<file path="config.mk">
export PLATFORM = sky130hd
export DESIGN_NAME = seq_frac_divider
export DESIGN_NICKNAME = d
export VERILOG_FILES = /design/src/rtl/seq_frac_divider.sv
export SDC_FILE = /design/constraint.sdc
export NUM_CORES = 1
export LEC_CHECK = 0
export ABC_AREA = 1
export BUFFER_PORTS_ARGS = -buffer_cell sky130_fd_sc_hd__buf_2
export CORE_MARGIN = 2
export CORE_UTILIZATION = 30
export CTS_BUF_LIST = sky130_fd_sc_hd__clkbuf_4 sky130_fd_sc_hd__clkbuf_8
export DETAILED_ROUTE_END_ITERATION = 8
export PLACE_DENSITY = 0.52
export SYNTH_ARGS = -nofsm -noshare
export SYNTH_HDL_FRONTEND = slang
export SYNTH_SLANG_ARGS = --single-unit
</file>
<file path="constraint.sdc">
create_clock -name clk -period 3.03 [get_ports clk]
set_clock_uncertainty 0.15 [all_clocks]
set_input_delay 0.4545 -clock clk [delete_from_list [all_inputs] [get_ports clk]]
set_output_delay 0.4545 -clock clk [all_outputs]
set_load 0.01 [all_outputs]
</file>
<file path="src/rtl/seq_frac_divider.sv">
// Multi-cycle restoring divider: quotient = floor(dividend * 2^FRAC_W / divisor),
// saturated to QUOT_W bits, one quotient bit per enabled cycle.
//
// state | meaning
// IDLE  | waiting for start (or a pending auto-restart after a divide-by-zero)
// CALC  | shifting out one quotient bit per enabled edge
module seq_frac_divider #(
  parameter int DIVIDEND_W = 16,
  parameter int DIVISOR_W  = 16,
  parameter int FRAC_W     = 8,
  parameter int QUOT_W     = 8
) (
  input  logic                  clk,
  input  logic                  rst,
  input  logic                  en,
  input  logic                  start,
  input  logic                  auto_restart,
  input  logic [DIVIDEND_W-1:0] dividend,
  input  logic [DIVISOR_W-1:0]  divisor,
  output logic [QUOT_W-1:0]     quotient,
  output logic                  done,
  output logic                  busy,
  output logic                  div_by_zero,
  output logic                  saturated
);

  localparam int NUM_W = DIVIDEND_W + FRAC_W;
  localparam int REM_W = DIVISOR_W + 1;
  localparam int CNT_W = $clog2(NUM_W);

  typedef enum logic [0:0] {IDLE, CALC} state_t;

  state_t             state;
  logic [NUM_W-1:0]   num;
  logic [DIVISOR_W-1:0] den;
  logic [REM_W-1:0]   rem;
  logic [CNT_W-1:0]   cnt;

  logic [REM_W:0]     rem_sh;
  logic [REM_W:0]     den_ext;
  logic               ge;
  logic [NUM_W-1:0]   q_raw;
  logic               sat_nx;
  logic               go;

  // num doubles as the quotient shift register: dividend bits leave at the top
  // while quotient bits enter at the bottom.
  always_comb begin
    rem_sh  = {rem, num[NUM_W-1]};
    den_ext = {2'b00, den};
    ge      = (rem_sh >= den_ext);
    q_raw   = {num[NUM_W-2:0], ge};
    sat_nx  = |q_raw[NUM_W-1:QUOT_W];
    go      = start | (auto_restart & done & div_by_zero);
  end

  always_ff @(posedge clk or posedge rst) begin
    if (rst) begin
      state       <= IDLE;
      num         <= '0;
      den         <= '0;
      rem         <= '0;
      cnt         <= '0;
      quotient    <= '0;
      done        <= 1'b0;
      busy        <= 1'b0;
      div_by_zero <= 1'b0;
      saturated   <= 1'b0;
    end else if (en) begin
      done <= 1'b0;
      case (state)
        IDLE: begin
          if (go) begin
            if (divisor == '0) begin
              quotient    <= '1;
              div_by_zero <= 1'b1;
              saturated   <= 1'b0;
              done        <= 1'b1;
            end else begin
              num   <= {dividend, {FRAC_W{1'b0}}};
              den   <= divisor;
              rem   <= '0;
              cnt   <= '0;
              busy  <= 1'b1;
              state <= CALC;
            end
          end
        end
        CALC: begin
          num <= q_raw;
          rem <= REM_W'(ge ? rem_sh - den_ext : rem_sh);
          cnt <= cnt + 1'b1;
          if (cnt == CNT_W'(NUM_W - 1)) begin
            quotient    <= sat_nx ? '1 : q_raw[QUOT_W-1:0];
            saturated   <= sat_nx;
            div_by_zero <= 1'b0;
            done        <= 1'b1;
            if (auto_restart) begin
              num <= {dividend, {FRAC_W{1'b0}}};
              den <= divisor;
              rem <= '0;
              cnt <= '0;
            end else begin
              busy  <= 1'b0;
              state <= IDLE;
            end
          end
        end
        default: state <= IDLE;
      endcase
    end
  end

endmodule

</file>
==> results.txt, run 1 <==
The run finished with clean final reports. The arrival time at the worst endpoint is roughly 2.6 ns. The floorplan core area came out at around 15000 um^2. The top cell types in the final layout, fill and taps aside, are 204 x nand2_1, 100 x inv_1, 75 x dfrtp_1.

The final estimated routing congestion in global placement is between 0.8 and 0.9. The DRC marker count from the first detailed-route iteration came out at ~240. TritonCTS built the clock tree.

STA classifies the critical path endpoint as a register. The number of global-route vias before repair came to 3965. The buffer count from post-CTS setup fixing came out at 0. Input and output buffers added on the ports amount to 48. In the synthesized netlist, the number of instances is 629. The number of max-slew violations in the final report is 0.

The number of maximum-capacitance constraint violations came out at 0. The final-report hold violation count is 0. Setup violations remaining at the end of the flow were counted as 0.

The static leakage power came out at between 2 and 3 nW. The clock buffer count from CTS came out at 9. The final layout net count came out at 728. The average via count per standard cell came out at 4.70. In this run, post-CTS repair resized a total of 0 instances.

The H-tree was split into 3 levels. In this run the clock root is driven by a clkbuf_8. In this run the count of I/O pins placed on the die edge is 49. The sum of overflow across all layers after global routing came out at 0. The wire length of the first global-routing pass is 19300 um. For the pin with the worst max-slew slack, the measured transition is 0.670 ns.

The maximum fanout encountered on the critical timing path came out at 17. The pin count of the biggest net entering global routing is 46. The post-synthesis sequential area ratio is 0.408.

The final routed DRC violation total came out at 0. The setup TNS came out at 0 ns. The antenna diode count came out at 0. At the worst endpoint, the required time is 3.14 ns. The wire-length estimate of the detail-placed layout is 8480 um.

The critical path in this run is classified as reg2reg. The filler cells instantiated in the layout total 1654. The synthesized flop and latch total is 75. The smallest clock period supported by the final layout is computed as 2.50 ns. Summed over all layers, the routed wires come to 11400 um.

Yosys printed 0 warnings. The worst setup path endpoint is rem[14]. Measured against its own limit, the worst slew margin works out to 0.553. The number of buffers inserted for hold repair after clock tree synthesis is 0. The insertion delay to the later sink of the worst-skew pair is 0.37 ns. The terminus of the critical flop-to-flop path is rem[14]. The clock transition at the register clock pins on the worst setup and hold paths after CTS came out at 0.09 ns. The first detailed-routing pass took 4 iterations. The die outline width is 128 um. The total instance count after detailed placement came out at 850.

In this run the critical register-to-register path is launched from num[23]. Of the available clock period, the critical path in the final layout requires 0.826. The sink count of the clock tree came out at 75.

The initial antenna violation count came out at 0. The ratio of cells with drive above 1 in the final layout is 0.125. The maximum clock path buffer count is 2. Compared with the post-synthesis result, the final layout area differs by 13.6%. Setup repair after global routing left no endpoint under its margin. The post-detailed-route count of antenna-violating nets is 0. The total vias in the final route is just over 4000. The net count after synthesis is 684. The sort of element at the start of the critical path is a register. The most critical setup path has its startpoint at num[23]. The min-delay analysis places its worst path in the category in2async. The maximum clock rate is 400 MHz. The initial core utilization came out at 0.305. The die area came out at 16300 um^2.

The number of standard-cell rows in the floorplan is 45. The area used by sequential logic in the layout is 1880 um^2. Leaving out fill and tap cells, the most frequent cell in the layout is nand2_1. The mean instance size in the synthesized netlist came out at 7.31 um^2.

The reg-to-reg setup timing slack came out at 0.53 ns. The total area of multi-input combinational cells came out at ~2200 um^2. The cell area that synthesis handed to floorplanning was 4600 um^2. VDD sags by at most 0.384 mV. The wire length per cell after detailed routing is about 13 um. The all-layer global routing usage is 0.149.

The height of the die is roughly 130 um. The post-synthesis cell type count came out at 33. The post-route non-filler standard cell count came out at roughly 870.

Dividing total power by cell area gives a power density of 1180 nW/um^2. For the worst flop-to-flop path, the logic depth is 12.
==> state kept, by name, summed over array words and instances (netlist names) <==
signal / cells
num: 24
rem: 17
den: 16
quotient: 8
cnt: 5
busy: 1
div_by_zero: 1
done: 1
saturated: 1
state: 1
==> metal layers <==
layer	track usage	share of wire
met5	0	0
met4	0.0614	0.028
met3	0.0309	0.040
met2	0.241	0.47
met1	0.194	0.46
==> cells in the mapped netlist <==
cell type | count | area, um^2
buf_4 | 1 | 7.51
ha_1 | 17 | 213
dfrtp_1 | 75 | 1880
o21ai_0 | 10 | 50.1
nand2_4 | 2 | 22.5
nor3_1 | 10 | 50.1
or2_1 | 1 | 6.26
nand2_2 | 6 | 37.5
a22o_1 | 6 | 52.6
nand2_1 | 204 | 766
buf_2 | 10 | 50.1
nor3_4 | 1 | 16.3
nand3_1 | 56 | 280
nand4_1 | 8 | 50.1
nor2b_1 | 1 | 6.26
buf_6 | 4 | 45.0
o22ai_1 | 1 | 6.26
a22oi_1 | 16 | 120
nor2_2 | 4 | 25.0
inv_1 | 101 | 379
xor2_1 | 2 | 17.5
a21oi_1 | 19 | 95.1
clkbuf_1 | 4 | 15.0
nor2_1 | 24 | 90.1
inv_2 | 2 | 7.51
nand3b_1 | 14 | 105
fa_1 | 1 | 20.0
mux2i_1 | 1 | 10.0
and2_1 | 2 | 12.5
xnor2_1 | 7 | 61.3
o21ai_1 | 17 | 85.1
nor2_4 | 1 | 11.3
nor4_1 | 1 | 6.26
==> worst min-delay path by stage <==
stage / from / end / depth (start not counted)
2_1_floorplan: rem[16] / rem[16] / 2
3_3_place_gp: rem[16] / rem[16] / 2
3_5_place_dp: rem[16] / rem[16] / 2
4_1_cts: rst / quotient[1] / 2
5_1_grt: rst / quotient[1] / 2
6_report: rst / quotient[2] / 2
==> kinds of logic after synthesis <==
logic type,share of synthesized area
fa+ha+maj,0.0506
simple gates,0.323
mux,0.00218
xor+xnor,0.0171
compound gates,0.0890
flops,0.408
buf+inv,0.110
==> worst max-delay path: stages, from the launching register on <==
cell     delay [ns]
dfrtp_1        0.40
inv_1          0.08
ha_1           0.14
inv_1          0.08
fa_1           0.45
nand3_1        0.15
nand3_1        0.13
nand2_2        0.29
nand2_4        0.22
nand2_2        0.15
nand2_1        0.06
nand2_1        0.05
nand2_1        0.05
==> where the power goes <==
group | internal (mW) | total (mW) | switching [mW]
registers | 1.41 | 1.71 | 0.307
clock network | 0.470 | 0.882 | 0.411
logic | 1.32 | 3.55 | 2.23
total | 3.20 | 6.15 | 2.95
==> layout make-up <==
class                           instances  share of cell area
Multi-Input combinational cell        432               0.424
Inverter                              103              0.0740
Tap cell                              188              0.0451
Timing Repair Buffer                   52              0.0542
Clock buffer                            9              0.0237
Clock inverter                          7              0.0192
Sequential cell                        75               0.359
==> through the flow <==
step | area [um^2] | util | total power, mW | hold WS [ns] | worst slack, ns
floorplan | 4600 | - | 4.50 | 0.291 | 0.516
global placement | 5000 | 0.331 | 5.30 | 0.314 | 0.590
detailed placement | 5000 | 0.331 | 5.29 | 0.312 | 0.550
CTS | 5220 | 0.346 | 6.21 | 0.0269 | 0.553
global route | 5220 | 0.346 | 6.82 | 0.0523 | 0.375
finish | 5220 | 0.346 | 6.15 | 0.0257 | 0.529
Power figures use the tool's default switching activity.
==> run 2, diff against run 1 <==
--- a/config.mk
+++ b/config.mk
@@ -11,7 +11,7 @@
 export CORE_UTILIZATION = 30
 export CTS_BUF_LIST = sky130_fd_sc_hd__clkbuf_4 sky130_fd_sc_hd__clkbuf_8
 export DETAILED_ROUTE_END_ITERATION = 8
-export PLACE_DENSITY = 0.52
+export PLACE_DENSITY = 0.54
 export SYNTH_ARGS = -nofsm -noshare
 export SYNTH_HDL_FRONTEND = slang
 export SYNTH_SLANG_ARGS = --single-unit
==> constraint.sdc (replaced) <==
create_clock -name clk -period 2.2 [get_ports clk]
set_clock_uncertainty 0.15 [all_clocks]
set_input_delay 0.33 -clock clk [delete_from_list [all_inputs] [get_ports clk]]
set_output_delay 0.33 -clock clk [all_outputs]
set_load 0.01 [all_outputs]
==> results.txt, run 2 (synthesis gave the netlist of run 1 again) <==
The run finished with clean final reports. The initial antenna violation count is 0. After the flow finishes, the layout carries non-filler instances totaling 891.

The worst-case headroom to the max-slew limit is 0.653. The number of max-slew violations in the final report came to 0. The flip-flop count of the largest register after layout is 24. In this run the critical register-to-register path is launched from den[13].

The DRC marker count from the first detailed-route iteration came out at between 150 and 200. The final layout net count is 753. The worst slack after detailed placement came out at about 0.012 ns. The arrival time at the worst endpoint is around 2.3 ns. The iteration count of the initial detailed-routing pass came out at 4. After detailed placement, the design holds a cell count of just under 900. The final-report hold violation count is 0. The maximum clock path buffer count came out at 2. The ratio of cells with drive above 1 in the final layout came out at 0.189. The wire length of the first global-routing pass came out at 19500 um. The total number of H-tree levels is 3. The final routed DRC violation total came out at 0. The internal power is 5.18 mW. The largest registers in the layout are num x24, rem x17, den x16. The start-to-end type of the worst setup path is reg2reg. The post-layout minimum cycle time is 2.10 ns. TritonCTS created 9 clock buffers. The wire length per cell after detailed routing came out at 13.1 um. In the global route stage, met3 resource usage came out at 0.0230.

The number of maximum-capacitance constraint violations is 0. The most used routing layer is met2. The die area came out at 16300 um^2. The reg-to-reg setup timing slack came out at 0.1 ns. STA classifies the critical path endpoint as a register. The static leakage power is 3.03 nW. The I/O pin total is 49. The sequential share of power is 0.251.

The post-placement cell area is 5140 um^2. In the layout the commonest cells are 197 x nand2_1, 100 x inv_1, 75 x dfrtp_1. The initial core utilization is 0.305. The setup slack after layout came out at 0.0995 ns. The maximum clock rate is roughly 480 MHz. The antenna diode count came out at 0. The clock transition at the register clock pins on the worst setup and hold paths after CTS came out at 0.08 ns. Setup repair after global routing could not meet its margin everywhere. The terminus of the critical flop-to-flop path is rem[7]. The clock share of power is 0.139. For the pin with the worst max-slew slack, the measured transition is 0.520 ns. The maximum fanout encountered on the critical timing path came out at 10.

The average via count per standard cell is 4.69. The worst setup path endpoint is rem[7]. The share of the clock period used by the worst path is 0.955. The die outline width came out at 128 um. The global-route track usage on met2 is 0.254. The number of global-route vias before repair is roughly 4000.

The post-detailed-route count of antenna-violating nets came out at 0. The tree is rooted in a clkbuf_8. The die is 128 um tall.

The final estimated routing congestion in global placement is just under 0.9. The setup violation total in the final timing report came out at 0. The path type of the worst min-delay path is in2reg. The sink count of the clock tree came out at 75.

The number of standard-cell rows in the floorplan came out at 45. For the worst flop-to-flop path, the logic depth is 14. The endpoint required time on the critical path is approximately 2.4 ns. The switching power is 4.33 mW. The sum of net half-perimeters after detailed placement came out at just under 9000 um. After global routing the overflow that remains totals 0. The launch point of the critical path is den[13]. The switching part of the total power is 0.455.

Leaving out fill and tap cells, the most frequent cell in the layout is nand2_1. The setup TNS is 0 ns. TritonCTS built the clock tree.

The combinational power share came out at 0.609. Counting flops per register, the top entry is num. The insertion delay to the later sink of the worst-skew pair came out at 0.35 ns. The number of buffers added on ports is 48. In this run the power density over the cells is 1680 nW/um^2. The core region is 15100 um^2. The pin count of the biggest net entering global routing is 43.

The area growth from synthesis to layout is 23.1%. The met1 global-route usage is 0.191. The sum of routed wire length over all layers came out at ~12000 um. The final cell area excluding filler cells is 5660 um^2. The worst setup path is launched from a register. The all-layer global routing usage came out at 0.148. The detailed router placed 4178 vias in this run. The peak supply drop came out at 0.660 mV.
==> run 2: changes by cell type in the layout (fill, tap and decap cells not counted), moves of 3 or more <==
cell	delta
ha_1	-6
buf_12	+3
nand2_2	+4
nand2_1	-7
ha_4	+4
nand3_2	+5
nand3_1	-5
buf_4	+18
==> run 2: stage by stage <==
step / total power [mW] / util / hold WS [ns]
after detailed placement: 7.48 / 0.341 / 0.243
after global routing: 10.5 / 0.375 / 0.0432
final: 9.51 / 0.375 / 0.0537
after floorplan: 6.19 / - / 0.291
after CTS: 8.86 / 0.358 / 0.0327
after global placement: 7.41 / 0.341 / 0.243
==> run 2: cell type report <==
type | count | area [um^2]
Fill cell | 1582 | 9430
Clock buffer | 12 | 153
Sequential cell | 75 | 1880
Timing Repair Buffer | 77 | 543
Clock inverter | 4 | 97.6
Tap cell | 188 | 235
Multi-Input combinational cell | 432 | 2360
Inverter | 103 | 390
==> run 2: worst min path at each step <==
stage / slack, ns / endpoint / cells past startpoint / startpoint
2_1_floorplan: 0.29 / rem[16] / 2 / rem[16]
3_3_place_gp: 0.24 / cnt[3] / 2 / rst
3_5_place_dp: 0.24 / cnt[3] / 2 / rst
4_1_cts: 0.03 / num[14] / 3 / dividend[6]
5_1_grt: 0.04 / num[10] / 3 / dividend[2]
6_report: 0.05 / num[10] / 3 / dividend[2]
==> run 2: what timing repair did <==
| item | CTS | global route |
|---|---|---|
| setup buffers | 0 | 8 |
| gates resized for setup | 1 | 34 |
| hold buffers | 1 | 0 |
| endpoints found under the hold margin | 20 | 0 |
| gates cloned | 0 | 1 |
| setup endpoints to repair | 1 | 20 |
| pin swaps | 0 | 5 |
==> run 2: power by group through the flow <==
stage / clock network, mW / registers [mW] / logic (mW)
after floorplan: 0 / 2.26 / 3.93
after global placement: 0 / 2.37 / 5.04
after detailed placement: 0 / 2.39 / 5.09
after CTS: 1.36 / 2.37 / 5.13
after global routing: 1.42 / 2.46 / 6.60
final: 1.33 / 2.39 / 5.80
==> run 2: routing by layer <==
metal  part of all wire  up-vias  routed length (um)
li1                   -     2144                   -
met1               0.46     1952                5410
met2               0.49       72                5760
met3              0.030       10                 355
met4              0.015        0                 175
met5                  0        -                   0
==> run 2: worst max-delay path, cell delays in order, from the launching register on <==
cell and delay [ns]:
dfrtp_1 0.39, inv_1 0.11, ha_4 0.23, nand2_2 0.09, inv_1 0.06, nand2_1 0.08
nand2_1 0.07, nand2_1 0.06, nand2_1 0.08, nor2_4 0.25, nand2_8 0.13, buf_12 0.16
nand2_1 0.06, nand3_1 0.06, nand2_1 0.06
==> run 3, diff against run 2 <==
--- a/config.mk
+++ b/config.mk
@@ -6,11 +6,13 @@
 export NUM_CORES = 1
 export LEC_CHECK = 0
 export ABC_AREA = 1
+export ABC_CLOCK_PERIOD_IN_PS = 2200
 export BUFFER_PORTS_ARGS = -buffer_cell sky130_fd_sc_hd__buf_2
 export CORE_MARGIN = 2
 export CORE_UTILIZATION = 30
 export CTS_BUF_LIST = sky130_fd_sc_hd__clkbuf_4 sky130_fd_sc_hd__clkbuf_8
 export DETAILED_ROUTE_END_ITERATION = 8
+export GPL_TIMING_DRIVEN = 0
 export PLACE_DENSITY = 0.54
 export SYNTH_ARGS = -nofsm -noshare
 export SYNTH_HDL_FRONTEND = slang
==> results.txt, run 3 (synthesis gave the netlist of run 1 again) <==
The setup violation total in the final timing report is 0. The largest registers in the layout are num x24, rem x17, den x16. The number of fill cells in the layout came out at approximately 1600. The peak supply drop is 0.502 mV. The flip-flop count of the largest register after layout came out at 24. The transition time at the pin with the least slew margin is 0.578 ns.

The synthesis-to-finish area growth came out at 25.0%. The post-layout minimum cycle time is 2.10 ns. The initial utilization of the core area, before any placement, comes to 0.305. The antenna diode count is 0.

The clock tree from TritonCTS is built. The post-placement cell area came out at 5120 um^2. The maximum fanout encountered on the critical timing path is 10. The first routing iteration left 216 violations.

The final layout net count came out at 759. STA classifies the critical path startpoint as a register. In this run the standard cell core region covers 15100 um^2. The final routed DRC violation total is 0. Clock tree synthesis selected as its root buffer the cell clkbuf_8. The pin count of the biggest net entering global routing came out at 28. The post-detailed-route count of antenna-violating nets came out at 0.

In the layout the commonest cells are 196 x nand2_1, 97 x inv_1, 75 x dfrtp_1. The wire length per cell after detailed routing is 13.6 um. The ratio of cells with drive above 1 in the final layout is 0.205.

The total number of H-tree levels came out at 3. The final-report hold violation count came out at 0. For this run, the top clock speed supported by timing is 476 MHz. The share of the clock period used by the worst path is 0.956. The top register by number of flip-flops is num.

The path type of the worst min-delay path is in2reg. The final estimated routing congestion in global placement is around 0.84. The sum of overflow across all layers after global routing is 0.

STA classifies the critical path endpoint as a register. The final cell area excluding filler cells is 5750 um^2. The insertion delay to the later sink of the worst-skew pair came out at 0.36 ns. The number of global-route vias before repair is between 4000 and 5000. The total vias in the final route came out at around 4200. The all-layer global routing usage is 0.155. The wire-length estimate of the detail-placed layout is about 9200 um. The setup TNS came out at 0 ns.

The die area is 16300 um^2. For this run, the detailed router's first-pass iteration total came to 5. Setup repair after global routing could not meet its margin everywhere. The sink count of the clock tree came out at 75. Counting along the longest clock path gives a buffer depth of 2. The die outline width is 128 um. Clock-pin slew was measured on the worst setup and hold paths at roughly 0.090 ns.

The clock buffer count from CTS is 9. The tool flagged a number of max-cap violations equal to 0. Wires add up to about 12000 um.

The average via count per standard cell is 4.66. Summed over all cells, the static leakage comes to 3.02 nW. The endpoint required time on the critical path came out at 2.30 ns.

The initial antenna violation count is 0. The I/O pin total came out at 49. The areal power density over the cells is approximately 1700 nW/um^2. The number of buffers added on ports came out at 48.

The number of standard-cell rows in the floorplan came out at 45. Leaving out fill and tap cells, the most frequent cell in the layout is nand2_1. The wire length of the first global-routing pass came out at 20000 um. The number of max-slew violations in the final report came to 0. The worst setup path is of the reg2reg kind.

The arrival time at the worst endpoint came out at roughly 2.2 ns. The worst-case headroom to the max-slew limit is 0.614. The height of the die is 128 um. The run finished with clean final reports.
## run 3: power breakdown
| part | switching, mW | internal (mW) | leakage (nW) |
|---|---|---|---|
| clock network | 0.567 | 0.769 | 0.116 |
| registers | 0.438 | 1.94 | 0.917 |
| logic | 3.45 | 2.54 | 1.99 |
| total | 4.45 | 5.24 | 3.02 |
## run 3: path summary, 6_finish.rpt
check / slack (ns) / cells after the start / start / end
min in group asynchronous: 0.43 / 3 / rst / cnt[3]
worst max register to register: 0.1 / 13 / den[11] / rem[8]
worst min register to register: 0.34 / 2 / busy / busy
worst min-delay path: 0.05 / 3 / dividend[8] / num[16]
max in group asynchronous: 0.95 / 4 / rst / rem[9]
worst max-delay path: 0.1 / 13 / den[11] / rem[8]
## run 3: layout make-up
type,count,area (um^2),area share
well taps,188,235,0.0409
plain buffers,19,131,0.0229
flip-flops and latches,75,1880,0.327
clock inverters,6,114,0.0198
inverters,103,390,0.0679
repair buffers,64,400,0.0697
clock buffers,10,131,0.0229
multi-input cells,432,2470,0.429
## run 3: what timing repair did
action,4_1_cts,5_1_grt
endpoints found under the setup margin,19,26
resized for setup,11,42
pin swaps,2,7
setup buffers,3,10
hold buffers,1,0
hold endpoints to repair,22,0
## run 3: metrics by stage
step           setup slack (ns)  utilization  hold WS, ns  instances  power (mW)
6_report                 0.0975        0.381       0.0472        897        9.70
5_1_grt                 -0.0560        0.381       0.0394        897        10.7
4_1_cts                -0.00222        0.360       0.0288        887        8.87
3_5_place_dp             -0.182        0.339        0.272        867        7.39
3_3_place_gp             -0.193        0.336        0.320        865        7.39
2_1_floorplan             0.171            -        0.291        629        6.19
## run 3: layer usage
layer	up-vias	wire length, um	part of all wire	global-route usage
li1	2149	-	-	-
met5	-	0	0	0
met2	50	6010	0.49	0.263
met3	14	241	0.020	0.0221
met4	0	228	0.019	0.0549
met1	1964	5750	0.47	0.201
## run 3: critical path, cell delays in order (launching register included)
cell      delay (ns)
dfrtp_1         0.38
inv_1           0.11
ha_4            0.24
nand2_1         0.07
nand2_1         0.08
nand2_1         0.08
nand2_1         0.06
nand2_1         0.06
nand2_1         0.08
nor2_4          0.26
buf_6           0.20
nand3b_1        0.09
nand3_1         0.09
nand2_1         0.06
